==> config.mk <==
export PLATFORM = sky130hd
export DESIGN_NAME = uc_collector_flat
export DESIGN_NICKNAME = d
export VERILOG_FILES = /design/src/rtl/uc_collector_if.sv /design/src/rtl/uc_collector.sv /design/src/flat_wrapper.sv
export SDC_FILE = /design/constraint.sdc
export NUM_CORES = 1
export LEC_CHECK = 0
export BUFFER_PORTS_ARGS = -buffer_cell sky130_fd_sc_hd__buf_2
export CELL_PAD_IN_SITES_DETAIL_PLACEMENT = 0
export CELL_PAD_IN_SITES_GLOBAL_PLACEMENT = 1
export CORE_AREA = 8 8 117 119
export CTS_BUF_LIST = sky130_fd_sc_hd__clkbuf_4 sky130_fd_sc_hd__clkbuf_8
export DETAILED_ROUTE_END_ITERATION = 8
export DIE_AREA = 0 0 125 127
export HOLD_SLACK_MARGIN = 0.15
export PLACE_DENSITY = 0.87
export SYNTH_ARGS = -nofsm -noshare
export SYNTH_HDL_FRONTEND = slang
export SYNTH_SLANG_ARGS = --single-unit
==> constraint.sdc <==
create_clock -name clk -period 4.9 [get_ports clk]
set_input_delay 1.225 -clock clk [delete_from_list [all_inputs] [get_ports clk]]
set_output_delay 1.225 -clock clk [all_outputs]
set_load 0.02 [all_outputs]
==> src/rtl/uc_collector_if.sv <==
// rtl/uc_collector_if.sv - engine/arbiter-side handshake bundle for the unit-clause collector
// master: engines + arbiter side; slave: the collector.
interface uc_collector_if #(
    parameter int NUM_ENGINE = 4,
    parameter int LIT_W      = 6
);
    logic [NUM_ENGINE-1:0]             eng_valid;
    logic [NUM_ENGINE-1:0][LIT_W-1:0]  eng_lit;
    logic [NUM_ENGINE-1:0]             eng_ready;
    logic [NUM_ENGINE-1:0]             engmask;
    logic                              uca_pop;
    logic                              eng2uca_valid;
    logic                              eng2uca_empty;
    logic [LIT_W-1:0]                  eng2uca;

    modport master (
        output eng_valid, eng_lit, engmask, uca_pop,
        input  eng_ready, eng2uca_valid, eng2uca_empty, eng2uca
    );

    modport slave (
        input  eng_valid, eng_lit, engmask, uca_pop,
        output eng_ready, eng2uca_valid, eng2uca_empty, eng2uca
    );
endinterface

==> src/rtl/uc_collector.sv <==
// rtl/uc_collector.sv - per-engine unit-literal FIFOs muxed to the arbiter by one-hot engmask
// Optional UC_COLLECT_DEDUP_EN: drop a push equal to the engine's last stored literal.
`ifndef NUM_ENGINE
`define NUM_ENGINE 4
`endif

module uc_collector #(
    parameter int NUM_ENGINE = `NUM_ENGINE,
    parameter int UC_LENGTH  = 64,
    parameter int DEPTH      = 4,
    localparam int LIT_W     = $clog2(UC_LENGTH),
    localparam int OCC_W     = $clog2(NUM_ENGINE * DEPTH) + 1
) (
    input  logic             clk,
    input  logic             rst,
    input  logic             flush,
    uc_collector_if.slave    bus,
    output logic [OCC_W-1:0] occupancy,
    output logic [1:0]       err
);
    localparam int PW = $clog2(DEPTH);
    localparam int SW = (NUM_ENGINE > 1) ? $clog2(NUM_ENGINE) : 1;
    localparam logic [PW:0] FULL = (PW + 1)'(DEPTH);
    localparam logic [NUM_ENGINE-1:0] ONE = {{(NUM_ENGINE-1){1'b0}}, 1'b1};

    logic [LIT_W-1:0] r_mem    [NUM_ENGINE][DEPTH];
    logic [PW-1:0]    r_wr_ptr [NUM_ENGINE];
    logic [PW-1:0]    r_rd_ptr [NUM_ENGINE];
    logic [PW:0]      r_cnt    [NUM_ENGINE];
    logic [OCC_W-1:0] r_occ;
    logic [1:0]       r_err;

    logic                  w_onehot, w_multi, w_sel_empty, w_pop_err;
    logic [SW-1:0]         w_sel;
    logic [PW:0]           w_sel_cnt;
    logic [NUM_ENGINE-1:0] w_push, w_store, w_pop, w_dup;
    logic [PW:0]           w_cnt_nxt [NUM_ENGINE];
    logic [OCC_W-1:0]      w_occ_nxt;

`ifdef UC_COLLECT_DEDUP_EN
    logic [LIT_W-1:0]      r_last_lit [NUM_ENGINE];
    logic [NUM_ENGINE-1:0] r_last_vld;
`endif

    assign w_onehot = (bus.engmask != '0) && ((bus.engmask & (bus.engmask - ONE)) == '0);
    assign w_multi  = (bus.engmask != '0) && !w_onehot;

    always_comb begin
        w_sel = '0;
        for (int i = 0; i < NUM_ENGINE; i++)
            if (bus.engmask[i]) w_sel = SW'(i);
    end

    // Head is shown only for a valid one-hot select; never a same-cycle write-through
    assign w_sel_cnt         = r_cnt[w_sel];
    assign w_sel_empty       = !w_onehot || (w_sel_cnt == '0);
    assign w_pop_err         = bus.uca_pop && w_onehot && (w_sel_cnt == '0);
    assign bus.eng2uca_empty = w_sel_empty;
    assign bus.eng2uca_valid = !w_sel_empty;
    assign bus.eng2uca       = w_sel_empty ? '0 : r_mem[w_sel][r_rd_ptr[w_sel]];
    assign occupancy         = r_occ;
    assign err               = r_err;

    always_comb begin
        bus.eng_ready = '0;
        w_push        = '0;
        w_store       = '0;
        w_pop         = '0;
        w_dup         = '0;
        w_occ_nxt     = '0;
        for (int i = 0; i < NUM_ENGINE; i++) begin
            w_cnt_nxt[i]  = '0;
            bus.eng_ready[i] = (r_cnt[i] != FULL) && !flush;
            w_push[i]     = bus.eng_valid[i] && bus.eng_ready[i];
`ifdef UC_COLLECT_DEDUP_EN
            w_dup[i]      = r_last_vld[i] && (bus.eng_lit[i] == r_last_lit[i]);
`endif
            w_store[i]    = w_push[i] && !w_dup[i];
            w_pop[i]      = bus.uca_pop && w_onehot && bus.engmask[i] && (r_cnt[i] != '0) && !flush;
            if (!flush)
                w_cnt_nxt[i] = r_cnt[i] + (PW + 1)'(w_store[i]) - (PW + 1)'(w_pop[i]);
            w_occ_nxt     = w_occ_nxt + OCC_W'(w_cnt_nxt[i]);
        end
    end

    always_ff @(posedge clk or posedge rst) begin
        if (rst) begin
            r_occ <= '0;
            r_err <= '0;
            for (int i = 0; i < NUM_ENGINE; i++) begin
                r_wr_ptr[i] <= '0;
                r_rd_ptr[i] <= '0;
                r_cnt[i]    <= '0;
            end
        end else begin
            r_occ <= w_occ_nxt;
            r_err <= r_err | {w_multi, w_pop_err};
            for (int i = 0; i < NUM_ENGINE; i++) begin
                r_cnt[i] <= w_cnt_nxt[i];
                if (flush) begin
                    r_wr_ptr[i] <= '0;
                    r_rd_ptr[i] <= '0;
                end else begin
                    r_wr_ptr[i] <= r_wr_ptr[i] + PW'(w_store[i]);
                    r_rd_ptr[i] <= r_rd_ptr[i] + PW'(w_pop[i]);
                end
            end
        end
    end

    // Storage needs no reset: an entry is only visible while its count covers it
    always_ff @(posedge clk) begin
        for (int i = 0; i < NUM_ENGINE; i++)
            if (w_store[i]) r_mem[i][r_wr_ptr[i]] <= bus.eng_lit[i];
    end

`ifdef UC_COLLECT_DEDUP_EN
    always_ff @(posedge clk or posedge rst) begin
        if (rst) begin
            r_last_vld <= '0;
            for (int i = 0; i < NUM_ENGINE; i++) r_last_lit[i] <= '0;
        end else begin
            for (int i = 0; i < NUM_ENGINE; i++) begin
                if (flush) begin
                    r_last_vld[i] <= 1'b0;
                end else if (w_store[i]) begin
                    r_last_vld[i] <= 1'b1;
                    r_last_lit[i] <= bus.eng_lit[i];
                end
            end
        end
    end
`endif
endmodule
==> src/flat_wrapper.sv <==
// flat-port wrapper written by rule: the top's interface ports become plain ports
module uc_collector_flat 
#(
    parameter int NUM_ENGINE = `NUM_ENGINE,
    parameter int UC_LENGTH  = 64,
    parameter int DEPTH      = 4,
    localparam int LIT_W     = $clog2(UC_LENGTH),
    localparam int OCC_W     = $clog2(NUM_ENGINE * DEPTH) + 1
)
  (clk, rst, flush, occupancy, err, bus_eng_valid, bus_eng_lit, bus_engmask, bus_uca_pop, bus_eng_ready, bus_eng2uca_valid, bus_eng2uca_empty, bus_eng2uca);
  uc_collector_if #(.NUM_ENGINE(NUM_ENGINE)) bus_i ();
  input  logic clk;
  input  logic rst;
  input  logic flush;
  output logic [OCC_W-1:0] occupancy;
  output logic [1:0] err;
  input wire logic [$bits(bus_i.eng_valid)-1:0] bus_eng_valid;
  input wire logic [$bits(bus_i.eng_lit)-1:0] bus_eng_lit;
  input wire logic [$bits(bus_i.engmask)-1:0] bus_engmask;
  input wire logic [$bits(bus_i.uca_pop)-1:0] bus_uca_pop;
  output wire logic [$bits(bus_i.eng_ready)-1:0] bus_eng_ready;
  output wire logic [$bits(bus_i.eng2uca_valid)-1:0] bus_eng2uca_valid;
  output wire logic [$bits(bus_i.eng2uca_empty)-1:0] bus_eng2uca_empty;
  output wire logic [$bits(bus_i.eng2uca)-1:0] bus_eng2uca;
  assign bus_i.eng_valid = bus_eng_valid;
  assign bus_i.eng_lit = bus_eng_lit;
  assign bus_i.engmask = bus_engmask;
  assign bus_i.uca_pop = bus_uca_pop;
  assign bus_eng_ready = bus_i.eng_ready;
  assign bus_eng2uca_valid = bus_i.eng2uca_valid;
  assign bus_eng2uca_empty = bus_i.eng2uca_empty;
  assign bus_eng2uca = bus_i.eng2uca;
  uc_collector #(.NUM_ENGINE(NUM_ENGINE), .UC_LENGTH(UC_LENGTH), .DEPTH(DEPTH)) u_core (.clk(clk), .rst(rst), .flush(flush), .bus(bus_i), .occupancy(occupancy), .err(err));
endmodule
; ---- Yosys cells after proc, flatten, opt, wreduce, memory -nomap -nowiden
; Memory sizes are Yosys's and may differ from the RTL's.
; Cells that the tools add are included.
[totals]
reg_bits = 35
ram_bits = 96
elab_cells = 137
memories = 1
[mem_list]
columns = memory, depth, word_bits, read_ports, rd_clocked_by_memory_dff, wr, line
row1 = u_core.r_mem, 4, 24, 1, 0, 4, uc_collector.sv:26  ; logic [LIT_W-1:0] r_mem [NUM_ENGINE][DEPTH];
[classes]
addsub = 20
order_cmp = 10
n_eq_ne = 4
muxes = 41
bitwise = 8
reduce_logical = 39
[ops]
columns = operator, n
row1 = $mux W24, 4
row2 = $demux W6 S2, 4
row3 = $mux W6, 7
row4 = $logic_and A1 B1 Y1, 28
row5 = $mux W2, 12
row6 = $ge A3 B3 Y1 const B, 6
row7 = $mux W3, 6
row8 = $not A2 Y3, 6
row9 = $add A2 B1 Y2, 8
row10 = $add A3 B1 Y3, 4
row11 = $bmux W6 S2, 1
row12 = $lt A3 B1 Y1 const B, 4
row13 = $ne A3 B3 Y1 const B, 4
row14 = $reduce_bool A3 Y1, 4
row15 = $sub A3 B1 Y3, 4
row16 = $add A5 B3 Y5, 2
row17 = $bmux W3 S2, 1
row18 = $mux W1, 5
row19 = $add A3 B3 Y4, 1
row20 = $and A4 B4 Y4, 1
row21 = $bmux W2 S2, 1
row22 = $logic_not A4 Y1, 1
row23 = $reduce_bool A4 Y1, 1
row24 = $sub A4 B1 Y4 const B, 1
row25 = other kinds (4), 6

; ---- Longest topological paths before layout
; Gate-level depths: netlist of the first run.
[logic_depth]
word_depth = 13
depth_mapped = 21

; ---- Worst setup path after synthesis of the first run
; No wires, ideal clock.
[synth_path]
path_kind = input-to-reg
startpoint = in bus_engmask[2]
endpoint = reg u_core.r_occ[4] (netlist: u_core.occupancy[4])
setup_ns = 0.118
t_arrival_ns = 5.231
required_time_ns = 4.782
setup_slack_ns = -0.449
path_stages = 21
cell_sequence = buf_2 -> xor2_1 -> o211ai_1 -> a21boi_1 -> nor3b_2 -> and3b_1 -> ha_1 -> inv_1 -> ha_1 -> inv_1 -> fa_1 -> xor2_1 -> xnor2_1 -> nor2_1 -> ha_1 -> xnor2_1 -> fa_1 -> inv_1 -> ha_1 -> a21o_1 -> a21o_1
[synth_lines]
columns = item, line
row1 = start: declaration, flat_wrapper.sv:19  ; input wire logic [$bits(bus_i.engmask)-1:0] bus_engmask;
row2 = end signal: assignment, uc_collector.sv:96  ; r_occ <= w_occ_nxt;
row3 = end: declaration, uc_collector.sv:30  ; logic [OCC_W-1:0] r_occ;

==> key figures, run 1 <==
Clock tree
  • Depth of the CTS H-tree: 4
  • Skew-Pair Late Insertion Delay: 0.44 ns
  • Clock tree from TritonCTS: yes
  • CTS root buf: sky130_fd_sc_hd__clkbuf_8
  • Total number of clock tree sinks: 131
  • Post-cts hold buffer count: 0
  • CTS buffer count: 17
  • Clock-pin slew reported for the worst setup and hold paths after clock tree synthesis: 0.07 ns
  • Maximum buffer depth of the clock tree: 2

Floorplanning
  • Top Ports: 55
  • Die Span X: 125 um
  • Area enclosed by the die boundary: 0.01588 mm^2
  • Core region area: 0.01181 mm^2
  • Initial standard-cell utilization of the core: 0.5019
  • Number of rows in the core area: 40
  • Height of the chip: 127 um

STA
  • Final Hold Viols: 0
  • Max-slew headroom at the worst pin: 0.2564
  • Worst clock skew: 0.008554 ns
  • Maximum achievable frequency: 204.6 MHz
  • Final setup violation count: 0
  • Actual transition at the worst max-transition pin: 1.113 ns
  • Final min period: 4.887 ns
  • Final worst-path cycle share: 0.9974
  • Max-slew violations: 0
  • RSZ-0062 raised after global routing: yes

Drt
  • DRT Pass-1 Iters: 6
  • Routed len/inst: 18.85 um
  • Initial DRC count: 255
  • Overall routed net length: 12590 um
  • Via count normalized by instance count: 5.473
  • Antenna viol nets, final: 0
  • Via total after detailed routing: 3656
  • Drt drc: 0

Finish
  • Post-Layout Inst Area: 0.007005 mm^2
  • Area added between synthesis and finish: 18.17%
  • Fin cells: 668
  • Storage element area: 0.003759 mm^2
  • N_diodes: 0
  • Share of cells above drive strength 1: 0.2591
  • Layout fillers: 922
  • Net count of the finished layout: 575
  • Area of the multi-input gates: 0.001993 mm^2

Placed design
  • Post-Place Cell Area: 0.006464 mm^2
  • Final estimated routing congestion in global placement: 0.8520
  • Detailed placer's ending HPWL: 9311 um
  • # placed instances: 634
  • Number of input and output port buffers inserted: 54

Worst setup path
  • Required arrival time at the worst endpoint: 5.24 ns
  • Startpoint Class: input port
  • Signal arrival time at the worst endpoint: 5.23 ns
  • Critical path endpoint category: flip-flop
  • FF-to-FF Start: u_core.r_cnt[7]$_DFF_PP0_
  • Worst Setup SP: bus_engmask[0]
  • Maximum fanout along the worst path: 4
  • Crit Path Category: in2reg

Synth
  • Combined area of all synthesized cells: 0.005928 mm^2
  • Synthesized instance count: 431
  • Most common flop cell mapped by yosys: sky130_fd_sc_hd__edfxtp_1
  • Number of warnings reported in the yosys synthesis log: 0
  • Flip-flop and latch count after synthesis: 131
  • Post-synthesis async set-or-reset flop share: 0.2672
  • Total nets after synthesis: 498
  • Avg Synthesized Cell Area: 13.75 um^2
  • Count of different cell masters after synthesis: 46
  • Count of flip-flops with a built-in enable after synthesis: 96
  • Part of the Yosys area used for sequential elements: 0.6340

Power and ir drop
  • Sequential share of power: 0.475
  • Max IR drop VDD: 0.1921 mV
  • Net switching share of the total power: 0.2419
  • Switching power of the nets: 0.6528 mW
  • Int Pwr: 2.046 mW
  • Ratio of total power to cell area: 385.2 mW/mm^2
  • Reported leakage power: 2.966 nW
  • Combinational power share: 0.132
  • Part of the total power dissipated in the clock network: 0.394

Global route
  • GRT Total Usage: 0.1658
  • Number of antenna violations at the first check in global routing: 0
  • Global-route wire length before repair: 19980 um
  • Via count of the first global-routing pass: 3945
  • Gr ovfl total: 0
  • Pin count of the biggest net entering global routing: 41

Run status
  • Outcome: finished clean

Hold path
  • Worst Hold Class: reg2reg
  • Startpoint of the worst hold path: u_core.err[1]$_DFF_PP0_

Run
  • Maxcap violations: 0
==> area by class of cell <==
| cell class | instances | area share |
|---|---|---|
| Sequential cell | 131 | 0.5365 |
| Timing Repair Buffer | 78 | 0.06894 |
| Multi-Input combinational cell | 249 | 0.2845 |
| Clock inverter | 15 | 0.03376 |
| Inverter | 31 | 0.01661 |
| Tap cell | 147 | 0.02625 |
| Clock buffer | 17 | 0.03340 |
==> synth_stat cells (5+ instances only) <==
cell                       count  area (um^2)
sky130_fd_sc_hd__edfxtp_1     96         2883
sky130_fd_sc_hd__dfrtp_1      35        875.8
sky130_fd_sc_hd__inv_1        27        101.4
sky130_fd_sc_hd__o22ai_1      25        156.4
sky130_fd_sc_hd__nor2b_1      24        150.1
sky130_fd_sc_hd__nor2_1       23        86.33
sky130_fd_sc_hd__ha_1         22        275.3
sky130_fd_sc_hd__nand2_1      21        78.83
sky130_fd_sc_hd__xnor2_1      16        140.1
sky130_fd_sc_hd__mux2i_1      15        150.1
sky130_fd_sc_hd__a211oi_1     12        90.09
sky130_fd_sc_hd__nand3b_1     12        90.09
sky130_fd_sc_hd__fa_1          9        180.2
sky130_fd_sc_hd__nor3_1        8        40.04
sky130_fd_sc_hd__buf_2         7        35.03
sky130_fd_sc_hd__clkbuf_1      7        26.28
sky130_fd_sc_hd__nor3b_1       6        45.04
sky130_fd_sc_hd__o211a_1       6        60.06
sky130_fd_sc_hd__o31ai_1       6        45.04
sky130_fd_sc_hd__a21oi_1       5        25.02
==> power groups by stage <==
stage	Combinational (mW)	Sequential (mW)	Clock, mW
after floorplan	0.219	1.31	0
after global placement	0.334	1.30	0
after detailed placement	0.345	1.30	0
after CTS	0.351	1.28	1.08
after global routing	0.400	1.29	1.12
final	0.356	1.28	1.06
==> sequential cells by signal, indices dropped and copies added, names as in the netlist <==
name              count
u_core.r_rd_ptr       8
u_core.r_wr_ptr       8
u_core.r_cnt         12
u_core.r_mem         96
u_core.err            2
u_core.occupancy      5
==> through the flow <==
| step | total power [mW] | hold slack, ns | util | setup TNS [ns] | worst slack, ns |
|---|---|---|---|---|---|
| after floorplan | 1.531 | 0.5082 | - | -0.5805 | -0.2230 |
| after global placement | 1.635 | 0.4592 | 0.5472 | -0.8148 | -0.3062 |
| after detailed placement | 1.648 | 0.4564 | 0.5472 | -1.268 | -0.4524 |
| after CTS | 2.713 | 0.4788 | 0.5871 | 0 | 0.04332 |
| after global routing | 2.809 | 0.5037 | 0.5931 | -0.2485 | -0.1512 |
| final | 2.699 | 0.4731 | 0.5931 | 0 | 0.01260 |
==> layer usage <==
metal / GRT usage / wire (um)
met1: 0.1824 / 5074
met2: 0.2915 / 6589
met4: 0.08095 / 318
met3: 0.04659 / 611
met5: 0 / 0
==> logic make-up (layout without fill, tap and decap cells) <==
group                      count (synthesis)  in the layout  synth area share
and+or+nand+nor                          110            110            0.1019
adders and majority gates                 32             32           0.07851
muxes                                     16             16           0.02786
DFF                                      131            131            0.6340
AOI/OAI and AO/OA                         72             72           0.09012
buffers and inverters                     51            141           0.03947
xor gates and xnor gates                  19             19           0.02807
==> critical path, cell delays in order <==
cell and delay, ns:
sky130_fd_sc_hd__buf_8 0.11, sky130_fd_sc_hd__xor2_1 0.13, sky130_fd_sc_hd__o211ai_1 0.11, sky130_fd_sc_hd__a21boi_4 0.16, sky130_fd_sc_hd__nor3b_2 0.23, sky130_fd_sc_hd__and3b_1 0.21
sky130_fd_sc_hd__ha_1 0.23, sky130_fd_sc_hd__inv_1 0.06, sky130_fd_sc_hd__ha_2 0.17, sky130_fd_sc_hd__inv_2 0.04, sky130_fd_sc_hd__fa_2 0.37, sky130_fd_sc_hd__xor2_1 0.16
sky130_fd_sc_hd__xnor2_1 0.13, sky130_fd_sc_hd__nor2_1 0.21, sky130_fd_sc_hd__ha_1 0.32, sky130_fd_sc_hd__xnor2_2 0.18, sky130_fd_sc_hd__fa_1 0.55, sky130_fd_sc_hd__inv_1 0.06
sky130_fd_sc_hd__ha_1 0.27, sky130_fd_sc_hd__a21o_1 0.18, sky130_fd_sc_hd__a21o_1 0.14
==> worst paths after layout <==
kind	end	slack (ns)	cells after the start
min	u_core.err[1]$_DFF_PP0_	0.47	1
min in group asynchronous	u_core.err[1]$_DFF_PP0_	0.87	3
min reg2reg	u_core.err[1]$_DFF_PP0_	0.47	1
max	u_core.occupancy[4]$_DFF_PP0_	0.01	21
max reg2reg	u_core.occupancy[2]$_DFF_PP0_	0.74	16
max in group asynchronous	u_core.r_cnt[8]$_DFF_PP0_	3.71	3
==> placed cells by master, fill, tap and decap left out, types with 3 or more instances in the layout <==
cell and n:
sky130_fd_sc_hd__ha_1 20, sky130_fd_sc_hd__nand2_1 21, sky130_fd_sc_hd__fa_2 3, sky130_fd_sc_hd__buf_4 23
sky130_fd_sc_hd__nor2_1 21, sky130_fd_sc_hd__buf_2 52, sky130_fd_sc_hd__mux2i_1 15, sky130_fd_sc_hd__a211oi_1 12
sky130_fd_sc_hd__clkbuf_8 17, sky130_fd_sc_hd__o22ai_1 25, sky130_fd_sc_hd__a21oi_1 5, sky130_fd_sc_hd__xor2_1 3
sky130_fd_sc_hd__edfxtp_1 96, sky130_fd_sc_hd__inv_1 23, sky130_fd_sc_hd__nand2b_1 4, sky130_fd_sc_hd__o31ai_1 6
sky130_fd_sc_hd__nor3_1 7, sky130_fd_sc_hd__inv_2 8, sky130_fd_sc_hd__xnor2_1 15, sky130_fd_sc_hd__o211a_1 6
sky130_fd_sc_hd__and3_1 4, sky130_fd_sc_hd__nor3b_1 6, sky130_fd_sc_hd__dfrtp_1 35, sky130_fd_sc_hd__nor2b_1 24
sky130_fd_sc_hd__bufinv_16 6, sky130_fd_sc_hd__a21o_1 4, sky130_fd_sc_hd__o311ai_1 4, sky130_fd_sc_hd__clkinv_2 3
sky130_fd_sc_hd__nand3b_1 12, sky130_fd_sc_hd__fa_1 6
==> timing repair <==
action                     CTS  global route
setup buffers                0             2
setup endpoints to repair    0             3
resized for setup            0            17
Note: power is estimated with default switching activity, not from simulation.
==> run 2: changes to the inputs <==
--- a/config.mk
+++ b/config.mk
@@ -8,12 +8,12 @@
 export BUFFER_PORTS_ARGS = -buffer_cell sky130_fd_sc_hd__buf_2
 export CELL_PAD_IN_SITES_DETAIL_PLACEMENT = 0
 export CELL_PAD_IN_SITES_GLOBAL_PLACEMENT = 1
-export CORE_AREA = 8 8 117 119
-export CTS_BUF_LIST = sky130_fd_sc_hd__clkbuf_4 sky130_fd_sc_hd__clkbuf_8
+export CORE_AREA = 8 8 113 115
+export CTS_BUF_LIST = sky130_fd_sc_hd__clkbuf_8
 export DETAILED_ROUTE_END_ITERATION = 8
-export DIE_AREA = 0 0 125 127
+export DIE_AREA = 0 0 121 123
 export HOLD_SLACK_MARGIN = 0.15
-export PLACE_DENSITY = 0.87
+export PLACE_DENSITY = 0.93
 export SYNTH_ARGS = -nofsm -noshare
 export SYNTH_HDL_FRONTEND = slang
 export SYNTH_SLANG_ARGS = --single-unit
==> constraint.sdc (replaced) <==
create_clock -name clk -period 6.2 [get_ports clk]
set_input_delay 1.55 -clock clk [delete_from_list [all_inputs] [get_ports clk]]
set_output_delay 1.55 -clock clk [all_outputs]
set_load 0.02 [all_outputs]
==> key figures, run 2 (same netlist as run 1, synthesis figures left out) <==
Run status
  • Outcome: finished clean

STA
  • Final setup violation count: 0 (unchanged)
  • Final worst-path cycle share: 0.8913
  • Setup Total Neg Slack: 0 ns (unchanged)
  • Max-slew violations: 0 (unchanged)
  • Final Hold Viols: 0 (unchanged)
  • Final min period: 5.526 ns
  • Actual transition at the worst max-transition pin: 1.099 ns (-0.01395 ns)
  • Max-slew headroom at the worst pin: 0.2657 (+0.009321)
  • RSZ-0062 raised after global routing: no
  • Maximum achievable frequency: 181.0 MHz
  • Worst clock skew: 0.008528 ns (-0.00002601 ns)

Finish
  • Max FFs per register: 96 (unchanged)
  • N_diodes: 0 (unchanged)
  • Area added between synthesis and finish: 12.71%
  • Most common cell after layout, fill and taps aside: sky130_fd_sc_hd__edfxtp_1
  • Post-Layout Inst Area: 0.006681 mm^2 (-4.6%)
  • Net count of the finished layout: 558 (-3.0%)
  • Share of cells above drive strength 1: 0.2063 (-0.05277)
  • Commonest cells after routing, fill and taps aside: sky130_fd_sc_hd__edfxtp_1, sky130_fd_sc_hd__buf_2, sky130_fd_sc_hd__dfrtp_1

Worst setup path
  • Critical path endpoint category: output port
  • Crit Path Category: in2out
  • Signal arrival time at the worst endpoint: 3.98 ns (-1.25 ns)
  • Startpoint Class: input port
  • Maximum fanout along the worst path: 40 (+36)
  • Required arrival time at the worst endpoint: 4.65 ns (-0.59 ns)

Drt
  • Overall routed net length: 11840 um (-6.0%)
  • DRT Pass-1 Iters: 4 (-2)
  • Drt drc: 0 (unchanged)
  • Antenna viol nets, final: 0 (unchanged)
  • Routed len/inst: 18.31 um (-2.9%)
  • Via total after detailed routing: 3460 (-5.4%)
  • Via count normalized by instance count: 5.348 (-2.3%)
  • Initial DRC count: 226 (-11%)

Placed design
  • Number of input and output port buffers inserted: 54 (unchanged)
  • Post-Place Cell Area: 0.006312 mm^2 (-2.3%)
  • Final estimated routing congestion in global placement: 0.8520 (unchanged)
  • Detailed placer's ending HPWL: 8855 um (-4.9%)

Global route
  • Via count of the first global-routing pass: 3784 (-4.1%)
  • GRT Total Usage: 0.1700 (+0.004223)
  • Number of antenna violations at the first check in global routing: 0 (unchanged)
  • Pin count of the biggest net entering global routing: 41 (unchanged)
  • Gr ovfl total: 0 (unchanged)
  • Global-route wire length before repair: 19000 um (-4.9%)

Power and ir drop
  • Reported leakage power: 2.802 nW (-5.5%)
  • Max IR drop VDD: 0.1474 mV (-23%)
  • Ratio of total power to cell area: 287.6 mW/mm^2 (-25%)

Clock tree
  • Depth of the CTS H-tree: 4 (unchanged)
  • Skew-Pair Late Insertion Delay: 0.42 ns (-0.02 ns)
  • CTS buffer count: 17 (unchanged)
  • Post-CTS resize count: 0 (unchanged)
  • Total number of clock tree sinks: 131 (unchanged)
  • Clock tree from TritonCTS: yes
  • Maximum buffer depth of the clock tree: 2 (unchanged)
  • Clock-pin slew reported for the worst setup and hold paths after clock tree synthesis: 0.08 ns (about the same)
  • Post-cts hold buffer count: 0 (unchanged)
  • CTS root buf: sky130_fd_sc_hd__clkbuf_8
  • Number of setup buffers added after CTS: 0 (unchanged)

Hold path
  • Worst Hold Class: reg2reg

Floorplanning
  • Initial standard-cell utilization of the core: 0.5352 (+0.03328)
  • Top Ports: 55 (unchanged)
  • Height of the chip: 123 um (-3.1%)
  • Die Span X: 121 um (-3.2%)
  • Number of rows in the core area: 39 (-2.5%)
  • Core region area: 0.01108 mm^2 (-6.2%)
  • Area enclosed by the die boundary: 0.01488 mm^2 (-6.2%)

Run
  • Maxcap violations: 0 (unchanged)
run 2: cell count changes in the layout (fill, tap and decap cells not counted), sizes merged:
| cell | delta |
|---|---|
| bufinv | -5 |
| buf | -17 |
| inv | +1 |
| clkinvlp | +4 |
run 2: per-layer routing:
layer	share of wire	vias to the layer above	GRT usage
met5	0	-	0
li1	-	1696	-
met4	0.0095	0	0.05464
met1	0.42	1681	0.1976
met3	0.047	8	0.04703
met2	0.52	75	0.2995
run 2: metrics by stage:
step	hold WS, ns	total power [mW]	worst slack (ns)	cells	utilization
final	0.4764	1.922	0.6739	647	0.6032
after global routing	0.4987	2.006	0.4398	647	0.6032
after detailed placement	0.4500	1.291	0.3473	615	0.5699
after CTS	0.4800	1.943	0.6582	647	0.6032
after floorplan	0.5082	1.206	0.5264	431	-
after global placement	0.4512	1.280	0.4929	615	0.5699
run 2: cell type report:
class,count,area [um^2]
fill,866,4395
sequential,131,3759
multi-input combinational,249,1936
timing repair buffer,61,322.8
clock buffer,17,234.0
tap,143,178.9
clock inverter,15,135.1
inverter,31,116.4
run 2: worst paths after layout:
check                                                from                            end  slack (ns)  cells after the start
worst max-delay path                       bus_engmask[1]                 bus_eng2uca[0]        0.67                      8
worst max register to register  u_core.r_cnt[7]$_DFF_PP0_  u_core.occupancy[4]$_DFF_PP0_        2.04                     17
min in group asynchronous                             rst        u_core.err[0]$_DFF_PP0_        1.21                      3
worst min-delay path              u_core.err[0]$_DFF_PP0_        u_core.err[0]$_DFF_PP0_        0.48                      1
max in group asynchronous                             rst      u_core.r_cnt[3]$_DFF_PP0_        4.66                      3
worst min register to register    u_core.err[0]$_DFF_PP0_        u_core.err[0]$_DFF_PP0_        0.48                      1
run 2: worst max-delay path, stage by stage:
cell	delay (ns)
sky130_fd_sc_hd__buf_2	0.13
sky130_fd_sc_hd__buf_4	0.44
sky130_fd_sc_hd__mux2i_1	0.29
sky130_fd_sc_hd__o21ai_1	0.10
sky130_fd_sc_hd__mux2i_1	0.74
sky130_fd_sc_hd__o311ai_0	0.32
sky130_fd_sc_hd__o211a_1	0.24
sky130_fd_sc_hd__buf_2	0.17
run 2: report_power, final:
group,switching [mW],total [mW],internal (mW)
clock,0.333,0.651,0.318
sequential,0.0240,1.01,0.987
combinational,0.159,0.260,0.100
total,0.516,1.92,1.41
==> run 3: changes to the inputs <==
--- a/config.mk
+++ b/config.mk
@@ -12,6 +12,7 @@
 export CTS_BUF_LIST = sky130_fd_sc_hd__clkbuf_8
 export DETAILED_ROUTE_END_ITERATION = 8
 export DIE_AREA = 0 0 121 123
+export GPL_TIMING_DRIVEN = 0
 export HOLD_SLACK_MARGIN = 0.15
 export PLACE_DENSITY = 0.93
 export SYNTH_ARGS = -nofsm -noshare
==> key figures, run 3 (same netlist as run 1, synthesis figures left out) <==
Floorplanning
  • Area enclosed by the die boundary: 0.01488 mm^2 (unchanged)
  • Height of the chip: 123 um (unchanged)
  • Die Span X: 121 um (unchanged)
  • Number of rows in the core area: 39 (unchanged)
  • Top Ports: 55 (unchanged)
  • Initial standard-cell utilization of the core: 0.5352 (unchanged)
  • Core region area: 0.01108 mm^2 (unchanged)

Global route
  • Global-route wire length before repair: 20110 um (+5.8%)
  • Via count of the first global-routing pass: 4027 (+6.4%)
  • Pin count of the biggest net entering global routing: 36 (-12%)
  • Number of antenna violations at the first check in global routing: 0 (unchanged)
  • GRT Total Usage: 0.1801 (+0.01014)
  • Gr ovfl total: 0 (unchanged)

Drt
  • Initial DRC count: 239 (+5.8%)
  • Antenna viol nets, final: 0 (unchanged)
  • Drt drc: 0 (unchanged)
  • Via total after detailed routing: 3638 (+5.1%)
  • DRT Pass-1 Iters: 4 (unchanged)
  • Via count normalized by instance count: 5.529 (+3.4%)
  • Overall routed net length: 12500 um (+5.5%)
  • Routed len/inst: 19.00 um (+3.8%)

STA
  • Worst clock skew: 0.007017 ns (-0.001511 ns)
  • Setup Total Neg Slack: 0 ns (unchanged)
  • Final worst-path cycle share: 0.9197 (+0.02838)
  • Max-slew violations: 0 (unchanged)
  • Max-slew headroom at the worst pin: 0.3377 (+0.07200)
  • RSZ-0062 raised after global routing: no
  • Final min period: 5.702 ns (+0.1760 ns)
  • Actual transition at the worst max-transition pin: 0.9913 ns (-0.1078 ns)
  • Maximum achievable frequency: 175.4 MHz (-3.1%)
  • Final setup violation count: 0 (unchanged)
  • Final Hold Viols: 0 (unchanged)

Finish
  • Max FFs per register: 96 (unchanged)
  • Area added between synthesis and finish: 14.88%
  • Area of the multi-input gates: 0.001936 mm^2 (unchanged)
  • Share of cells above drive strength 1: 0.2078 (+0.001418)
  • Final core utilization: 0.6148 (+0.01164)
  • Layout fillers: 856 (-1.2%)
  • Net count of the finished layout: 569 (+2.0%)
  • Most common cell after layout, fill and taps aside: sky130_fd_sc_hd__edfxtp_1
  • Storage element area: 0.003759 mm^2 (unchanged)
  • Commonest cells after routing, fill and taps aside: sky130_fd_sc_hd__edfxtp_1, sky130_fd_sc_hd__buf_2, sky130_fd_sc_hd__dfrtp_1
  • N_diodes: 0 (unchanged)

Worst setup path
  • Setup slack of the worst register-to-register path: 1.94 ns (-0.10 ns)
  • Maximum fanout along the worst path: 10 (-75%)
  • Required arrival time at the worst endpoint: 6.52 ns (+1.87 ns)
  • Critical path endpoint category: flip-flop
  • Startpoint Class: input port
  • Crit Path Category: in2reg
  • Signal arrival time at the worst endpoint: 6.03 ns (+2.05 ns)

Clock tree
  • CTS root buf: sky130_fd_sc_hd__clkbuf_8
  • CTS buffer count: 17 (unchanged)
  • Post-cts hold buffer count: 0 (unchanged)
  • Post-CTS resize count: 0 (unchanged)
  • Depth of the CTS H-tree: 4 (unchanged)
  • Total number of clock tree sinks: 131 (unchanged)
  • Clock-pin slew reported for the worst setup and hold paths after clock tree synthesis: 0.07 ns (about the same)
  • Maximum buffer depth of the clock tree: 2 (unchanged)
  • Skew-Pair Late Insertion Delay: 0.43 ns (about the same)
  • Number of setup buffers added after CTS: 0 (unchanged)
  • Clock tree from TritonCTS: yes

Placed design
  • Number of input and output port buffers inserted: 52 (-3.7%)
  • Final estimated routing congestion in global placement: 0.8041 (-5.6%)
  • Detailed placer's ending HPWL: 9445 um (+6.7%)

Run
  • Maxcap violations: 0 (unchanged)

Run status
  • Outcome: finished clean

Power and ir drop
  • Ratio of total power to cell area: 302.4 mW/mm^2 (+5.2%)
  • Max IR drop VDD: 0.1367 mV (-7.3%)
  • Reported leakage power: 2.873 nW (+2.6%)
  • Overall power consumption: 2.060 mW (+7.2%)

Hold path
  • Worst Hold Class: reg2reg
[run 3: cell types whose count changed in the layout (fill, tap and decap cells not counted), sizes merged]
cell	before	now
clkbuf	17	24
buf	61	65
clkinvlp	5	1
bufinv	1	4
inv	33	34
[run 3: critical path: stages]
cell and delay [ns]:
sky130_fd_sc_hd__buf_2 0.12, sky130_fd_sc_hd__buf_2 0.18, sky130_fd_sc_hd__xor2_1 0.17, sky130_fd_sc_hd__o211ai_1 0.16, sky130_fd_sc_hd__a21boi_1 0.36, sky130_fd_sc_hd__nor3b_2 0.12
sky130_fd_sc_hd__and3b_1 0.21, sky130_fd_sc_hd__ha_1 0.27, sky130_fd_sc_hd__inv_1 0.06, sky130_fd_sc_hd__ha_1 0.13, sky130_fd_sc_hd__inv_1 0.05, sky130_fd_sc_hd__fa_1 0.43
sky130_fd_sc_hd__xor2_1 0.18, sky130_fd_sc_hd__xnor2_1 0.14, sky130_fd_sc_hd__nor2_1 0.08, sky130_fd_sc_hd__ha_1 0.35, sky130_fd_sc_hd__xnor2_1 0.18, sky130_fd_sc_hd__fa_1 0.61
sky130_fd_sc_hd__inv_1 0.06, sky130_fd_sc_hd__ha_1 0.29, sky130_fd_sc_hd__a21o_1 0.16, sky130_fd_sc_hd__a21o_1 0.16
[run 3: final cells by class]
class                           instances  share of cell area
Sequential cell                       131              0.5519
Multi-Input combinational cell        249              0.2842
Timing Repair Buffer                   52             0.03821
Clock buffer                           17             0.03436
Clock inverter                         15             0.03068
Tap cell                              143             0.02627
Buffer                                 20             0.01727
Inverter                               31             0.01709
[run 3: per-stage QoR]
stage,hold slack (ns),worst slack (ns),instances,area (um^2)
2_1_floorplan,0.5082,0.5264,431,5928
3_3_place_gp,0.4612,0.1196,626,6367
3_5_place_dp,0.4622,0.03753,626,6367
4_1_cts,0.4915,0.5007,658,6810
5_1_grt,0.5287,0.1406,658,6810
6_report,0.5048,0.4979,658,6810
[run 3: where the power goes]
group,internal [mW],switching [mW]
sequential,0.987,0.0234
clock,0.443,0.338
combinational,0.104,0.164
[run 3: worst paths after layout]
kind,start,cells past startpoint,end
setup reg to reg,u_core.r_cnt[10]$_DFF_PP0_,17,u_core.occupancy[4]$_DFF_PP0_
hold reg to reg,u_core.err[1]$_DFF_PP0_,1,u_core.err[1]$_DFF_PP0_
hold / removal,u_core.err[1]$_DFF_PP0_,1,u_core.err[1]$_DFF_PP0_
max in group asynchronous,rst,2,u_core.r_wr_ptr[1]$_DFF_PP0_
min in group asynchronous,rst,2,u_core.r_cnt[10]$_DFF_PP0_
setup / recovery,bus_engmask[2],22,u_core.occupancy[4]$_DFF_PP0_
[run 3: layer usage]
| layer | GRT usage | part of all wire |
|---|---|---|
| met5 | 0 | 0 |
| met1 | 0.2066 | 0.41 |
| met3 | 0.04703 | 0.054 |
| met4 | 0.06323 | 0.0095 |
| met2 | 0.3206 | 0.53 |
